File: src/rtl/bcd_decoder_seq.sv
// rtl/bcd_decoder_seq.sv - sequential BCD-to-binary decoder (reverse double-dabble)
// One shift-right / subtract-3 step per clock, valid/ready on both sides.
module bcd_decoder_seq #(
  parameter int N = 3,
  localparam int W = 3 * N + (N + 2) / 3
) (
  input  logic             i_clk,
  input  logic             i_rst,
  input  logic [4*N-1:0]   i_bcd,
  input  logic             i_valid,
  output logic             o_ready,
  output logic [W-1:0]     o_bin,
  output logic             o_err,
  output logic             o_valid,
  input  logic             i_ready,
  output logic             o_busy
);

  localparam int CW = $clog2(W);

  typedef enum logic [1:0] {
    IDLE = 2'd0,
    BUSY = 2'd1,
    DONE = 2'd2
  } state_t;

  state_t           state_q, state_d;
  logic [4*N-1:0]   bcd_q, bcd_d;
  logic [W-1:0]     bin_q, bin_d;
  logic [CW-1:0]    cnt_q, cnt_d;
  logic             err_q, err_d;
  logic [W-1:0]     obin_q, obin_d;
  logic             oerr_q, oerr_d;
  logic             ovalid_q, ovalid_d;

  logic [4*N-1:0]   sh_bcd, step_bcd;
  logic [W-1:0]     sh_bin;
  logic             in_invalid;

  // One reverse double-dabble step: shift right, then pull every digit >= 8 back by 3.
  always_comb begin
    {sh_bcd, sh_bin} = {bcd_q, bin_q} >> 1;
    step_bcd = sh_bcd;
    for (int k = 0; k < N; k++) begin
      if (sh_bcd[4*k+3]) begin
        step_bcd[4*k +: 4] = sh_bcd[4*k +: 4] - 4'd3;
      end
    end
  end

  always_comb begin
    in_invalid = 1'b0;
    for (int k = 0; k < N; k++) begin
      if (i_bcd[4*k +: 4] > 4'd9) begin
        in_invalid = 1'b1;
      end
    end
  end

  always_comb begin
    state_d  = state_q;
    bcd_d    = bcd_q;
    bin_d    = bin_q;
    cnt_d    = cnt_q;
    err_d    = err_q;
    obin_d   = obin_q;
    oerr_d   = oerr_q;
    ovalid_d = ovalid_q;
    case (state_q)
      IDLE: begin
        if (i_valid) begin
          bcd_d   = i_bcd;
          bin_d   = '0;
          cnt_d   = '0;
          err_d   = in_invalid;
          state_d = BUSY;
        end
      end
      BUSY: begin
        bcd_d = step_bcd;
        bin_d = sh_bin;
        cnt_d = cnt_q + CW'(1);
        if (cnt_q == CW'(W - 1)) begin
          // Result is registered on the last step so it appears together with o_valid.
          obin_d   = err_q ? '0 : sh_bin;
          oerr_d   = err_q;
          ovalid_d = 1'b1;
          state_d  = DONE;
        end
      end
      DONE: begin
        if (i_ready) begin
          ovalid_d = 1'b0;
          state_d  = IDLE;
        end
      end
      default: begin
        ovalid_d = 1'b0;
        state_d  = IDLE;
      end
    endcase
  end

  always_ff @(posedge i_clk or posedge i_rst) begin
    if (i_rst) begin
      state_q  <= IDLE;
      bcd_q    <= '0;
      bin_q    <= '0;
      cnt_q    <= '0;
      err_q    <= 1'b0;
      obin_q   <= '0;
      oerr_q   <= 1'b0;
      ovalid_q <= 1'b0;
    end else begin
      state_q  <= state_d;
      bcd_q    <= bcd_d;
      bin_q    <= bin_d;
      cnt_q    <= cnt_d;
      err_q    <= err_d;
      obin_q   <= obin_d;
      oerr_q   <= oerr_d;
      ovalid_q <= ovalid_d;
    end
  end

  assign o_ready = (state_q == IDLE);
  assign o_busy  = (state_q == BUSY);
  assign o_bin   = obin_q;
  assign o_err   = oerr_q;
  assign o_valid = ovalid_q;

endmodule

File: config.mk
export PLATFORM = sky130hd
export DESIGN_NAME = bcd_decoder_seq
export DESIGN_NICKNAME = d
export VERILOG_FILES = /design/src/rtl/bcd_decoder_seq.sv
export SDC_FILE = /design/constraint.sdc
export NUM_CORES = 1
export LEC_CHECK = 0
export ABC_CLOCK_PERIOD_IN_PS = 1700
export BUFFER_PORTS_ARGS = -buffer_cell sky130_fd_sc_hd__buf_2
export CAP_MARGIN = 25
export CORE_MARGIN = 2
export CORE_UTILIZATION = 55
export CTS_CLUSTER_DIAMETER = 50
export DETAILED_ROUTE_END_ITERATION = 6
export PLACE_DENSITY = 0.82
export SLEW_MARGIN = 20
export SYNTH_ARGS = -nofsm -noshare
export SYNTH_HDL_FRONTEND = slang
export SYNTH_SLANG_ARGS = --single-unit
File: constraint.sdc
create_clock -name i_clk -period 1.7 [get_ports i_clk]
set_input_delay 0.17 -clock i_clk [delete_from_list [all_inputs] [get_ports i_clk]]
set_output_delay 0.17 -clock i_clk [all_outputs]
set_load 0.02 [all_outputs]
==> summary.md <==
| Metric | Value |
|---|---|
| Final routed wirelength across all metal layers | 4.04 mm |
| Register area share after synthesis | 51.1% |
| Synthesized netlist cell count | 191 |
| Count of different cell masters after synthesis | 35 |
| Minimum period implied by the final worst setup slack | 1.59 ns |
| Number of top-level pins | 30 |
| Cell-by-cell trace of the critical path | buf_4, nor2_2, buf_2 |
| Most frequent standard cell in the layout excluding fill and tap cells | sky130_fd_sc_hd__dfrtp_1 |
| Total number of vias | 1548 |
| Endpoint arrival time on the critical path | 1.42 ns |
| Post-Layout Inst Area | 2220 um2 |
| Antenna violations before repair | 0 |
| Final hold vios | 0 |
| Pin count of the biggest net entering global routing | 41 |
| Number of placement rows | 21 |
| Synth Area in Simple Gates | 12.7% |
| Die outline height | 63.7 um |
| Multi-input logic area | 800 um2 |
| Count of final max-slew check failures | 0 |
| Area share of xor/xnor cells in the synthesized design | 2.24% |
| Reg area | 1000 um2 |
| Die area | 4050 um2 |
| Net count reported at finish | 244 |
| Number of iterations in the first detailed-routing pass | 4 |
| Power per Cell Area | 1830 nW/um2 |
| Class of the tightest hold or removal check | input port to flip-flop |
| Placeable core region | 3390 um2 |
| Clock root buffer master | sky130_fd_sc_hd__clkbuf_4 |
| Clock tree from TritonCTS | yes |
| Compound-gate portion of the synthesized area | 21.7% |
| Area growth syn-to-layout | 13.3% |
| Initial core utilization | 57.8% |
| Skew final | 0.0115 ns |
| Crit-path max cell delay | 0.47 ns |
| CP Data Required Time | 1.53 ns |
| Worst Path Class, Setup | flip-flop to output pin |
| Final core occ | 65.4% |
| Fill cell total of the finished layout | 287 |
| Number of nets produced by synthesis | 211 |
| Via count of the first global-routing pass | 1458 |
| H-tree Lvls | 2 |
| Total negative setup slack | 0 ns |
| Starting DRT DRC Count | 128 |
| First-pass GRT wire length | 6.77 mm |
| Instance area after placement | 2120 um2 |
| ANT cells | 0 |
| Transition time at the pin with the least slew margin | 0.504 ns |
| Per-cell routed wire length | 14.9 um |
| Depth of the most critical reg-to-reg path | 5 |
| Area share of the leading cell type in the synthesized netlist | 51.1% |
| Number of buffers inserted during clock tree synthesis | 5 |
| Fraction of the cycle the final worst path needs | 93.5% |
| Port Buf Inserts | 29 |
| Number of design rule violations left after detail routing | 0 |
| Clock latency at the later pin of the worst-skew pair | 0.36 ns |
| Worst vdd rail ir drop | 0.963 mV |
| Crit end category | output pin |
| HPWL after DPL | 2.68 mm |
| Unrepaired setup endpoints after global routing | no |
| Residual overflow from global routing | 0 |
| Kind of start point of the critical path | flip-flop |
| Dpl cells | 259 |
| Clock slew at reported path FFs | 0.13 ns |
| Most area-hungry cell type in the Yosys netlist | sky130_fd_sc_hd__dfrtp_1 |
| Leading cell types in the layout, fill and taps excluded | sky130_fd_sc_hd__dfrtp_1 (39), sky130_fd_sc_hd__buf_2 (29), sky130_fd_sc_hd__o21ai_0 (21) |
| Number of endpoints failing setup at the final stage | 0 |
| CTS Buffer Depth | 2 |
| Count of yosys warnings during synthesis | 0 |
| Crit path max-delay cell type | sky130_fd_sc_hd__dfrtp_2 |
| Post-Synth Adder-Cell Area | 2.56% |
| Synthesized area divided by synthesized cell count | 10.3 um2 |
| Overall global routing resource usage | 21.8% |
| Headroom to the max-slew limit | 66.4% |
| Multiplexer share of the synthesized area | 1.60% |
| Share of post-route cells with drive strength above 1 | 24.0% |
| Post-route insts no fill | 271 |
| Chip Width | 63.7 um |
| Leakage | 1.10 nW |
| Top cells by area in the synthesized netlist | sky130_fd_sc_hd__dfrtp_1 (51%), sky130_fd_sc_hd__o21ai_0 (5.4%), sky130_fd_sc_hd__o41ai_1 (4.5%) |
| Min Hold Slack | 0.0604 ns |
| Max-capacitance violation count | 0 |
| Max Freq | 0.629 GHz |
| Seq cells post-synth | 40 |
| Largest family of logic cells by synthesized area | compound AO/OA/AOI/OAI gates |
| Antenna violation net count after detailed routing | 0 |
| Outcome | finished, final reports clean |
| Synth Cell Area | 1960 um2 |
| Vias per cell | 5.71 |
| Critical path fanouts, max | 20 |
| Hold Path Stages | 3 |
| Final estimated routing congestion in global placement | 0.798 |
| Count of clock tree sinks | 40 |
-- metrics by stage --
step | power, mW | setup WS [ns]
detailed placement | 3.49 | 0.273
floorplan | 3.07 | 0.334
global route | 4.36 | 0.0368
finish | 4.05 | 0.110
global placement | 3.43 | 0.318
CTS | 4.03 | 0.0434
-- worst max-delay path: cells and delay by family (launching register included) --
family	cells	cell delay (ns)
flip-flops	1	0.47
AND/OR/NAND/NOR	1	0.19
buffers and inverters	2	0.42
-- logic make-up (layout without fill, tap and decap cells) --
group | count (synthesis) | in the layout
muxes | 3 | 3
DFF | 40 | 40
buffers and inverters | 30 | 64
adders and majority gates | 4 | 4
xor gates and xnor gates | 5 | 5
AOI/OAI and AO/OA | 65 | 65
and+or+nand+nor | 44 | 44
-- report_power, final --
group	internal, mW	switching (mW)
Sequential	1.36	0.325
Clock	0.197	0.323
Combinational	0.815	1.03
-- per-layer routing --
metal  global-route usage, %  up-vias  wire length (um)
met1                    29.0      745              1810
li1                        -      754                 -
met2                    35.0       44              1980
met3                    4.29        5               202
met4                    8.97        0                51
met5                       0        -                 0
-- layout make-up --
type                    count  area share [%]
clock buffers               6            2.31
clock inverters             2           0.451
inverters                  14            2.37
multi-input cells         121            36.0
flip-flops and latches     40            45.2
well taps                  46            2.59
repair buffers             42            11.1
-- cell usage after synthesis (all sizes together) --
master,number
a211oi,2
a21o,3
a21oi,8
a222oi,2
a22oi,1
a32oi,2
and3b,3
buf,13
clkbuf,3
dfrtp,40
ha,4
inv,14
mux2,1
mux2i,2
nand2,18
nand2b,2
nand3,4
nand3b,1
nand4,1
nand4b,1
nor2,7
nor2b,6
nor3b,1
o211ai,1
o21a,2
o21ai,21
o21bai,1
o22a,2
o22ai,10
o41ai,10
xnor2,4
xor2,1
-- sequential cells by signal, summed over array words and instances (netlist names) --
signal	count
bcd_q	12
o_valid	1
state_q	2
err_q	1
o_bin	10
cnt_q	4
o_err	1
bin_q	9
-- final timing paths --
kind | startpoint | slack (ns) | to
hold reg to reg | bcd_q[10] | 0.50 | bcd_q[10]
setup / recovery | state_q[0] | 0.11 | o_ready
min in group asynchronous | i_rst | 0.45 | o_valid
max in group asynchronous | i_rst | 0.86 | state_q[0]
setup reg to reg | cnt_q[1] | 0.27 | o_err
hold / removal | i_bcd[11] | 0.06 | bcd_q[11]
-- what timing repair did --
item | in CTS | in global routing
hold buffers | 1 | 0
endpoints found under the hold margin | 40 | 0
endpoints found under the setup margin | 1 | 1
gates resized for setup | 1 | 0
buffers inserted | 0 | 3
No activity file was read; power rests on OpenSTA's default activity.
